File: src/rtl/serial_arith_pkg.sv
// Shared definitions for the bit-serial arithmetic blocks: controller state
// encoding and the legal operand width range.
package serial_arith_pkg;

    typedef logic [1:0] state_t;

    localparam state_t ST_IDLE  = 2'd0;
    localparam state_t ST_SHIFT = 2'd1;
    localparam state_t ST_DONE  = 2'd2;

    localparam int SERIAL_MIN_WIDTH = 2;
    localparam int SERIAL_MAX_WIDTH = 64;

endpackage

File: src/rtl/full_subtractor.sv
// One-bit combinational full subtractor cell (a - b - bin), the mirror of the
// full adder cell.
module full_subtractor (
    input  logic a,
    input  logic b,
    input  logic bin,
    output logic diff,
    output logic bout
);

    assign diff = a ^ b ^ bin;
    assign bout = (~a & b) | (~(a ^ b) & bin);

endmodule

File: src/rtl/serial_subtractor.sv
// Bit-serial subtractor, diff = a - b, LSB first, one bit per clock.
// Optional signed overflow output enabled by defining SERIAL_SUB_OVF_EN.
//
// state    | meaning
// ST_IDLE  | ready, waiting for start
// ST_SHIFT | one full-subtractor step per clock, WIDTH steps
// ST_DONE  | one-cycle done pulse, result registers valid
module serial_subtractor
    import serial_arith_pkg::*;
#(
    parameter int WIDTH = 8
) (
    input  logic             clk,
    input  logic             rst_n,
    input  logic             start,
    input  logic [WIDTH-1:0] a,
    input  logic [WIDTH-1:0] b,
    output logic             ready,
    output logic             busy,
    output logic             done,
    output logic [WIDTH-1:0] diff,
`ifdef SERIAL_SUB_OVF_EN
    output logic             ovf,
`endif
    output logic             borrow
);

    localparam int CW = $clog2(WIDTH) + 1;
    localparam logic [CW-1:0] LAST = CW'(WIDTH - 1);

    if (WIDTH < SERIAL_MIN_WIDTH || WIDTH > SERIAL_MAX_WIDTH) begin : g_bad_width
        $error("serial_subtractor: WIDTH out of range");
    end

    state_t           state;
    logic [WIDTH-1:0] a_sh;
    logic [WIDTH-1:0] b_sh;
    logic [WIDTH-1:0] r_sh;
    logic [WIDTH-1:0] r_next;
    logic [CW-1:0]    cnt;
    logic             bor;
    logic             d_bit;
    logic             bo_bit;
`ifdef SERIAL_SUB_OVF_EN
    logic             a_msb;
    logic             b_msb;
`endif

    full_subtractor u_fs (
        .a    (a_sh[0]),
        .b    (b_sh[0]),
        .bin  (bor),
        .diff (d_bit),
        .bout (bo_bit)
    );

    // Result fills from the top so that after WIDTH shifts bit 0 holds the LSB.
    assign r_next = {d_bit, r_sh[WIDTH-1:1]};

    assign ready = (state == ST_IDLE);
    assign busy  = (state == ST_SHIFT);
    assign done  = (state == ST_DONE);

    always_ff @(posedge clk or negedge rst_n) begin
        if (!rst_n) begin
            state  <= ST_IDLE;
            a_sh   <= '0;
            b_sh   <= '0;
            r_sh   <= '0;
            cnt    <= '0;
            bor    <= 1'b0;
            diff   <= '0;
            borrow <= 1'b0;
`ifdef SERIAL_SUB_OVF_EN
            a_msb  <= 1'b0;
            b_msb  <= 1'b0;
            ovf    <= 1'b0;
`endif
        end else begin
            case (state)
                ST_IDLE: begin
                    if (start) begin
                        a_sh  <= a;
                        b_sh  <= b;
                        r_sh  <= '0;
                        bor   <= 1'b0;
                        cnt   <= '0;
`ifdef SERIAL_SUB_OVF_EN
                        a_msb <= a[WIDTH-1];
                        b_msb <= b[WIDTH-1];
`endif
                        state <= ST_SHIFT;
                    end
                end
                ST_SHIFT: begin
                    r_sh <= r_next;
                    a_sh <= a_sh >> 1;
                    b_sh <= b_sh >> 1;
                    bor  <= bo_bit;
                    cnt  <= cnt + CW'(1);
                    // Publish on the last step so the result is valid throughout DONE.
                    if (cnt == LAST) begin
                        diff   <= r_next;
                        borrow <= bo_bit;
`ifdef SERIAL_SUB_OVF_EN
                        ovf    <= (a_msb != b_msb) && (d_bit != a_msb);
`endif
                        state  <= ST_DONE;
                    end
                end
                ST_DONE: state <= ST_IDLE;
                default: state <= ST_IDLE;
            endcase
        end
    end

endmodule

File: config.mk
export PLATFORM = sky130hd
export DESIGN_NAME = serial_subtractor
export DESIGN_NICKNAME = d
export VERILOG_FILES = /design/src/rtl/serial_arith_pkg.sv /design/src/rtl/full_subtractor.sv /design/src/rtl/serial_subtractor.sv
export SDC_FILE = /design/constraint.sdc
export NUM_CORES = 1
export LEC_CHECK = 0
export ABC_CLOCK_PERIOD_IN_PS = 1610
export CORE_MARGIN = 2
export CORE_UTILIZATION = 45
export CTS_BUF_LIST = sky130_fd_sc_hd__clkbuf_16
export CTS_CLUSTER_DIAMETER = 40
export CTS_CLUSTER_SIZE = 28
export DETAILED_ROUTE_END_ITERATION = 8
export PLACE_DENSITY = 0.7
export SYNTH_ARGS = -nofsm -noshare
export SYNTH_HDL_FRONTEND = slang
export SYNTH_HIERARCHICAL = 1
export SYNTH_SLANG_ARGS = --single-unit
File: constraint.sdc
create_clock -name clk -period 1.61 [get_ports clk]
set_clock_uncertainty 0.05 [all_clocks]
set_input_delay 0.161 -clock clk [delete_from_list [all_inputs] [get_ports clk]]
set_output_delay 0.161 -clock clk [all_outputs]
set_load 0.005 [all_outputs]
==> run summary, run 1 <==
Fin crit share -> 92.5%
Worst Tran Pin Value -> 0.478 ns
CP max stage delay -> 0.38 ns
Syn Area/Cell -> 11.2 um2
Die area -> 0.00433 mm2
Hold WS -> 0.404 ns
Diode count -> 0
Slowest library cell on the worst path -> dfrtp_1
Most common cell in the netlist -> dfrtp_1
Main synth FF type -> dfrtp_1
Yosys reg bits -> 39
DIE WIDTH -> 65.8 um
Synth cell types -> 20
Final antenna-violating net count -> 0
HP Class -> input pin to asynchronous set/reset pin
Final number of max-transition violations -> 0
Slew HR -> 68.1%
Worst setup margin -> 0.120 ns
Final Critical Period -> 1.49 ns
Fin nets -> 216
Top cells by area, synth -> dfrtp_1, mux2_2, nor2b_1
Register-to-Register Path Depth -> 5
Pre-CTS setup slack -> 0.109 ns
# setup viols final -> 0
DP HPWL -> 2.49 mm
Reg-to-reg critical path startpoint -> cnt[0]
CTS Buf Count -> 5
CTS tree -> built
Detailed Routing Iterations Pass 1 -> 4
CP arrival -> 1.60 ns
Post-Route WL -> 3.77 mm
Crit. End Element -> flop
FILL cells -> 295
Area leader, netlist -> dfrtp_1
Ys Warns -> 6
Cells after Synth -> 154
Status -> finished, final reports clean
Multi-input gate area -> 698 um2
Leak -> 1.01 nW
Clock Tree Root -> clkbuf_16
Initial Utilization -> 47.0%
DRC -> 0
Startpoint types -> flop
First-pass GRT wire length -> 6.53 mm
Hold Violations, Final -> 0
Required time worst endpoint -> 1.72 ns
Clock Latency Late Sink -> 0.28 ns
Post-synth top cells -> dfrtp_1, o21ai_0, a21oi_1, nor2b_1, a22oi_1
GP Congestion -> 0.809
CTS sink cnt -> 39
Area growth syn-to-layout -> 33.5%
Vias in the first global route -> 1367
Setup TNS Final -> 0 ns
Maxcap violations -> 0
Peak supply drop -> 1.04 mV
Clk slew on worst S/H paths -> 0.06 ns
DR WL/cell -> 15.4 um
GRT Resource Usage Total -> 20.4%
Synth top area share -> 56.7%
Post-Syn Nets -> 175
Core Rows -> 22
Crit-path cells -> ha_1 > nand2_1 > nor3_4 > buf_12 > mux2_2
RSZ-0062 raised after global routing -> false
Kind of critical path -> flop to flop
Antenna violations before repair -> 0
Max Buffers Root-to-Sink -> 2
CP max FO -> 10
IO Pins -> 31
Post-synthesis instance area -> 0.00172 mm2
DR iter-0 viols -> 74
Async set-reset flop share out of synthesis -> 100%
CTS H-tree lvls -> 2
DR vias -> 1320
Largest net degree at the start of global routing -> 40
Layout cells sized above 1 -> 16.3%
Port Buf Inserts -> 30
Core footprint -> 0.00366 mm2
Vias per cell -> 5.41
Fmax -> 671 MHz
Die H -> 65.8 um
Sequential-to-total area share from yosys stat -> 56.7%
Reg area -> 977 um2
Congestion Overflow GR -> 0
Flop-to-flop setup slack -> 0.12 ns
Pwr/cell area -> 1880 mW/mm2
Reg2reg end -> diff[7]
Post-synth EDFFs -> 0
metal layers:
layer  GRT usage (%)  routed length [um]  part of all wire (%)
met2            33.0                1760                    47
met4            7.03                  59                   1.6
met3            6.13                 221                   5.9
met1            26.2                1730                    46
met5               0                   0                     0
worst max-delay path by stage:
| stage | startpoint | to | slack [ns] | cells past startpoint |
|---|---|---|---|---|
| 2_1_floorplan | state[1] | borrow | 0.14 | 3 |
| 3_3_place_gp | cnt[0] | diff[3] | 0.17 | 5 |
| 3_5_place_dp | state[0] | diff[7] | 0.11 | 4 |
| 4_1_cts | cnt[0] | diff[7] | 0.11 | 5 |
| 5_1_grt | cnt[0] | diff[4] | 0.02 | 5 |
| 6_report | cnt[0] | diff[7] | 0.12 | 5 |
cells by family (layout without fill, tap and decap cells):
group           after synthesis  in the layout  share of synthesized area, %
simple gates                 35             35                          11.8
fa+ha+maj                     2              2                          1.89
compound gates               55             55                          20.1
mux                          10             10                          6.55
buf+inv                      13             55                          2.98
flops                        39             39                          56.7
sequential cells by signal, summed over array words and instances (netlist names):
signal / cells
b_sh: 8
a_sh: 8
borrow: 1
cnt: 4
bor: 1
state: 2
diff: 8
r_sh: 7
worst max-delay path, delay by kind of cell (launching register included):
kind          cells  cell delay (ns)
mux               1             0.33
simple gates      2             0.27
flops             1             0.38
buf+inv           1             0.15
fa+ha+maj         1             0.19
final cells by class:
class                      instances  area share [%]
inverter                           4           0.654
tap                               48            2.62
multi-input combinational        102            30.4
clock buffer                       5            5.45
timing repair buffer              43            17.8
sequential                        39            42.6
clock inverter                     3           0.545
through the flow:
stage / instance area, um2 / power (mW) / utilization, % / cells
floorplan: 1720 / 2.63 / - / 154
global placement: 2130 / 3.32 / 58.3 / 234
global route: 2300 / 4.63 / 62.7 / 244
CTS: 2300 / 4.36 / 62.7 / 244
finish: 2300 / 4.32 / 62.7 / 244
detailed placement: 2130 / 3.39 / 58.3 / 234
placed cells by master (no fill, tap or decap), drive strengths merged, types with 2 or more instances in the layout:
cell           instances
a21oi                 15
a22o                  10
a22oi                 12
and3b                  2
buf                   13
clkbuf                 5
clkdlybuf4s50         26
dfrtp                 39
dlygate4sd2            3
inv                    6
mux2                  10
nand2                  9
nand3                  3
nor2                   3
nor2b                 15
o21ai                 17
report_power, final:
part           internal (mW)  total [mW]  leakage (nW)  switching [mW]
Sequential              1.40        1.71         0.503           0.309
Combinational          0.919        1.69         0.435           0.776
Clock                  0.559       0.918        0.0762           0.359
Total                   2.87        4.32          1.01            1.44
repair_timing:
item                                    4_1_cts  5_1_grt
hold buffers                                  1        0
setup buffers                                 1        0
endpoints found under the setup margin        3        0
gates resized for setup                       6        0
hold endpoints to repair                     39        0
Power figures use the tool's default switching activity.
==> inputs of run 2 (changes only) <==
--- a/config.mk
+++ b/config.mk
@@ -10,9 +10,10 @@
 export CORE_UTILIZATION = 45
 export CTS_BUF_LIST = sky130_fd_sc_hd__clkbuf_16
 export CTS_CLUSTER_DIAMETER = 40
-export CTS_CLUSTER_SIZE = 28
+export CTS_CLUSTER_SIZE = 14
 export DETAILED_ROUTE_END_ITERATION = 8
 export PLACE_DENSITY = 0.7
+export SKIP_CTS_REPAIR_TIMING = 1
 export SYNTH_ARGS = -nofsm -noshare
 export SYNTH_HDL_FRONTEND = slang
 export SYNTH_HIERARCHICAL = 1
==> run summary, run 2 (synthesis results as in run 1) <==
FILL cells -> 294 (was 295)
Required time worst endpoint -> 1.72 ns (about the same)
CTS Buf Count -> 5 (unchanged)
Pre-CTS setup slack -> 0.109 ns (unchanged)
IO Pins -> 31 (unchanged)
Diode count -> 0 (unchanged)
Max Buffers Root-to-Sink -> 2 (unchanged)
DIE WIDTH -> 65.8 um (unchanged)
Fmax -> 671 MHz (about the same)
Detailed Routing Iterations Pass 1 -> 4 (unchanged)
Vias per cell -> 5.44 (was 5.41)
Layout cells sized above 1 -> 16.3% (unchanged)
Placed Area -> 0.00213 mm2 (unchanged)
Clock Latency Late Sink -> 0.28 ns (about the same)
Antenna violations before repair -> 0 (unchanged)
CTS sink cnt -> 39 (unchanged)
Worst setup margin -> 0.119 ns (was 0.120 ns)
Core footprint -> 0.00366 mm2 (unchanged)
Clk slew on worst S/H paths -> 0.06 ns (about the same)
First-pass GRT wire length -> 6.49 mm (was 6.53 mm)
Worst Tran Pin Value -> 0.479 ns (was 0.478 ns)
RSZ-0062 raised after global routing -> false (unchanged)
Die area -> 0.00433 mm2 (unchanged)
Fin area -> 0.00231 mm2 (was 0.00230 mm2)
CTS tree -> built (unchanged)
Commonest non-fill, non-tap cells in the layout -> dfrtp_1, clkdlybuf4s50_1, o21ai_0 (unchanged)
Maxcap violations -> 0 (unchanged)
# setup viols final -> 0 (unchanged)
Vias in the first global route -> 1358 (was 1367)
Largest net degree at the start of global routing -> 40 (unchanged)
Clock Tree Root -> clkbuf_16 (unchanged)
Slowest library cell on the worst path -> dfrtp_1 (unchanged)
Congestion Overflow GR -> 0 (unchanged)
Top flop regs -> a_sh: 8 flops, b_sh: 8 flops, diff: 8 flops (unchanged)
GP Congestion -> 0.809 (unchanged)
Fin crit share -> 92.6% (was 92.5%)
Port Buf Inserts -> 30 (unchanged)
Final Critical Period -> 1.49 ns (about the same)
Final number of max-transition violations -> 0 (unchanged)
Fin nets -> 216 (unchanged)
Area growth syn-to-layout -> 34.1% (was 33.5%)
Leak -> 1.04 nW (was 1.01 nW)
Pwr/cell area -> 1880 mW/mm2 (about the same)
Hold Violations, Final -> 0 (unchanged)
CP max stage delay -> 0.38 ns (about the same)
Setup TNS Final -> 0 ns (unchanged)
Core Rows -> 22 (unchanged)
CTS H-tree lvls -> 2 (unchanged)
Initial Utilization -> 47.0% (unchanged)
DR iter-0 viols -> 84 (was 74)
HP Class -> input pin to asynchronous set/reset pin (unchanged)
Startpoint types -> flop (unchanged)
GRT Resource Usage Total -> 20.4% (about the same)
Post-Route WL -> 3.79 mm (was 3.77 mm)
CP max FO -> 10 (unchanged)
Overall power -> 4.33 mW (was 4.32 mW)
DRC -> 0 (unchanged)
Slew HR -> 68.0% (was 68.1%)
Die H -> 65.8 um (unchanged)
DR vias -> 1328 (was 1320)
Crit. End Element -> flop (unchanged)
CP arrival -> 1.61 ns (was 1.60 ns)
Peak supply drop -> 1.04 mV (about the same)
DR WL/cell -> 15.5 um (was 15.4 um)
Hold WS -> 0.405 ns (was 0.404 ns)
Final antenna-violating net count -> 0 (unchanged)
Crit-path cells -> ha_1 > nand2_1 > nor3_4 > buf_12 > mux2_2 (unchanged)
Kind of critical path -> flop to flop (unchanged)
DP HPWL -> 2.49 mm (unchanged)
Status -> finished, final reports clean (unchanged)
Commonest non-fill, non-tap cell in the layout -> dfrtp_1 (unchanged)
## run 2: area by class of cell
class / instances / area (um2) / area share, %
Sequential cell: 39 / 977 / 42.4
Clock buffer: 5 / 125 / 5.42
Clock inverter: 3 / 12.5 / 0.542
Inverter: 4 / 15.0 / 0.651
Tap cell: 48 / 60.1 / 2.60
Timing Repair Buffer: 43 / 419 / 18.2
Multi-Input combinational cell: 102 / 698 / 30.3
## run 2: critical path, delay by kind of cell, from the launching register on
family / cells / cell delay [ns]
adders and majority gates: 1 / 0.19
and+or+nand+nor: 2 / 0.27
buffers and inverters: 1 / 0.15
muxes: 1 / 0.33
DFF: 1 / 0.38
## run 2: final timing paths
check | from | end | slack [ns] | cells past startpoint
max in group asynchronous | rst_n | state[0] | 0.75 | 3
worst min register to register | b_sh[4] | b_sh[4] | 0.43 | 2
worst min-delay path | rst_n | a_sh[4] | 0.41 | 3
worst max-delay path | cnt[0] | diff[7] | 0.12 | 5
min in group clk | b_sh[4] | b_sh[4] | 0.43 | 2
worst max register to register | cnt[0] | diff[7] | 0.12 | 5
## run 2: layer usage
| layer | vias up | share of wire [%] | track usage, % |
|---|---|---|---|
| met4 | 0 | 1.6 | 7.03 |
| met2 | 34 | 47 | 32.7 |
| met1 | 655 | 45 | 26.2 |
| met5 | - | 0 | 0 |
| li1 | 634 | - | - |
| met3 | 5 | 6.0 | 6.13 |
## run 2: power breakdown
part | leakage (nW) | internal (mW) | switching [mW] | total, mW
combinational | 0.465 | 0.931 | 0.779 | 1.71
clock | 0.0762 | 0.559 | 0.360 | 0.919
sequential | 0.503 | 1.40 | 0.308 | 1.70
total | 1.04 | 2.89 | 1.45 | 4.33
## run 2: metrics by stage
stage               utilization [%]  std cells
detailed placement             58.3        234
floorplan                         -        154
global placement               58.3        234
CTS                            62.1        242
finish                         63.0        244
global route                   63.0        244
==> inputs of run 3 (changes only) <==
--- a/config.mk
+++ b/config.mk
@@ -5,7 +5,7 @@
 export SDC_FILE = /design/constraint.sdc
 export NUM_CORES = 1
 export LEC_CHECK = 0
-export ABC_CLOCK_PERIOD_IN_PS = 1610
+export ABC_CLOCK_PERIOD_IN_PS = 1860
 export CORE_MARGIN = 2
 export CORE_UTILIZATION = 45
 export CTS_BUF_LIST = sky130_fd_sc_hd__clkbuf_16
==> constraint.sdc (replaced) <==
create_clock -name clk -period 1.86 [get_ports clk]
set_clock_uncertainty 0.05 [all_clocks]
set_input_delay 0.186 -clock clk [delete_from_list [all_inputs] [get_ports clk]]
set_output_delay 0.186 -clock clk [all_outputs]
set_load 0.005 [all_outputs]
==> run summary, run 3 (synthesis results as in run 1) <==
Vias in the first global route -> 1374 (was 1358)
Kind of critical path -> flop to output port (was flop to flop)
HP Class -> input pin to asynchronous set/reset pin (unchanged)
Crit path capture -> busy (was diff[7])
Startpoint types -> flop (unchanged)
Die H -> 65.8 um (unchanged)
Required time worst endpoint -> 1.62 ns (was 1.72 ns)
Leak -> 0.997 nW (was 1.04 nW)
Placed Area -> 0.00211 mm2 (was 0.00213 mm2)
Hold WS -> 0.436 ns (was 0.405 ns)
Setup TNS Final -> 0 ns (unchanged)
Status -> finished, final reports clean (unchanged)
Post-Route WL -> 3.71 mm (was 3.79 mm)
Top flop regs -> a_sh: 8 flops, b_sh: 8 flops, diff: 8 flops (unchanged)
Core footprint -> 0.00366 mm2 (unchanged)
Crit-path cells -> nand2b_2 > inv_2 > clkdlybuf4s50_1 (was ha_1 > nand2_1 > nor3_4 > buf_12 > mux2_2)
Layout cells sized above 1 -> 16.0% (was 16.3%)
DP HPWL -> 2.51 mm (was 2.49 mm)
DRC -> 0 (unchanged)
Port Buf Inserts -> 30 (unchanged)
Net switching power -> 1.24 mW (was 1.45 mW)
Fin nets -> 214 (was 216)
Dpl cells -> 233 (was 234)
Antenna violations before repair -> 0 (unchanged)
DR iter-0 viols -> 95 (was 84)
Non-Filler Instances -> 242 (was 244)
CP max stage delay -> 0.51 ns (was 0.38 ns)
Int Power -> 2.60 mW (was 2.89 mW)
RSZ-0062 raised after global routing -> false (unchanged)
Overall power -> 3.83 mW (was 4.33 mW)
Commonest non-fill, non-tap cells in the layout -> dfrtp_1, clkdlybuf4s50_1, o21ai_0 (unchanged)
# setup viols final -> 0 (unchanged)
Clock Latency Late Sink -> 0.28 ns (about the same)
Vias per cell -> 5.51 (was 5.44)
Commonest non-fill, non-tap cell in the layout -> dfrtp_1 (unchanged)
Flop-to-flop setup slack -> 0.20 ns (was 0.12 ns)
Fin area -> 0.00229 mm2 (was 0.00231 mm2)
Worst setup margin -> 0.105 ns (was 0.119 ns)
Final Critical Period -> 1.75 ns
Initial Utilization -> 47.0% (unchanged)
Fin crit share -> 94.3%
Net Sw Frac -> 32.2% (was 33.4%)
Pwr/cell area -> 1680 mW/mm2 (was 1880 mW/mm2)
Diode count -> 0 (unchanged)
CP arrival -> 1.52 ns (was 1.61 ns)
Reg-to-reg critical path startpoint -> cnt[0] (unchanged)
DR vias -> 1334 (was 1328)
CTS tree -> built (unchanged)
CTS sink cnt -> 39 (unchanged)
Utilization after layout -> 62.5% (was 63.0%)
Crit path from -> state[1] (was cnt[0])
GRT Resource Usage Total -> 19.9% (was 20.4%)
Sequential Power Share -> 37.9% (was 39.3%)
Crit. End Element -> output port (was flop)
IO Pins -> 31 (unchanged)
First-pass GRT wire length -> 6.36 mm (was 6.49 mm)
Area growth syn-to-layout -> 33.0% (was 34.1%)
Hold Violations, Final -> 0 (unchanged)
Worst Tran Pin Value -> 0.486 ns (was 0.479 ns)
Congestion Overflow GR -> 0 (unchanged)
Clock power share -> 24.5% (was 21.2%)
CTS H-tree lvls -> 2 (unchanged)
GP Congestion -> 0.840 (was 0.809)
Slowest library cell on the worst path -> clkdlybuf4s50_1 (was dfrtp_1)
Clk slew on worst S/H paths -> 0.05 ns (was 0.06 ns)
Die area -> 0.00433 mm2 (unchanged)
DR WL/cell -> 15.3 um (was 15.5 um)
Reg2reg end -> diff[1] (was diff[7])
Largest net degree at the start of global routing -> 40 (unchanged)
Final antenna-violating net count -> 0 (unchanged)
Logic pwr share -> 37.6% (was 39.5%)
Core Rows -> 22 (unchanged)
Clock Tree Root -> clkbuf_16 (unchanged)
Detailed Routing Iterations Pass 1 -> 4 (unchanged)
Final number of max-transition violations -> 0 (unchanged)
Register-to-Register Path Depth -> 4 (was 5)
Maxcap violations -> 0 (unchanged)
Fmax -> 570 MHz
DIE WIDTH -> 65.8 um (unchanged)
Peak supply drop -> 0.871 mV (was 1.04 mV)
CTS Buf Count -> 5 (unchanged)
Pre-CTS setup slack -> 0.168 ns (was 0.109 ns)
Slew HR -> 67.6% (was 68.0%)
Max Buffers Root-to-Sink -> 2 (unchanged)
CP max FO -> 6 (was 10)
run 3: critical path, delay by kind of cell (launching register included):
family	cells	cell delay, ns
buf+inv	2	0.64
simple gates	1	0.23
flops	1	0.37
run 3: final cells by class:
class	instances	area, um2
sequential	39	976
fill	306	1370
clock buffer	5	125
multi-input combinational	102	693
timing repair buffer	41	380
tap	48	60.1
inverter	4	15.0
clock inverter	3	38.8
run 3: power by group through the flow:
stage          combinational, mW  sequential, mW  clock [mW]
2_1_floorplan              0.858            1.42           0
3_5_place_dp                1.44            1.46           0
4_1_cts                     1.46            1.46       0.961
5_1_grt                     1.60            1.50        1.01
3_3_place_gp                1.38            1.45           0
6_report                    1.44            1.45       0.940
run 3: layer usage:
metal	routed length, um	GRT usage, %	vias to the layer above
met2	1790	33.5	38
met1	1640	24.3	663
met3	222	5.62	5
met4	58	7.03	0
met5	0	0	-
li1	-	-	628
run 3: how the worst min path moves through the flow:
| stage | start | slack [ns] | cells past startpoint | to |
|---|---|---|---|---|
| floorplan | rst_n | -0.16 | 0 | a_sh[0] |
| global placement | rst_n | 0.21 | 2 | a_sh[6] |
| detailed placement | rst_n | 0.22 | 2 | a_sh[6] |
| CTS | rst_n | -0.08 | 2 | a_sh[2] |
| global route | diff[2] | 0.48 | 1 | diff[2] |
| finish | rst_n | 0.44 | 3 | a_sh[6] |
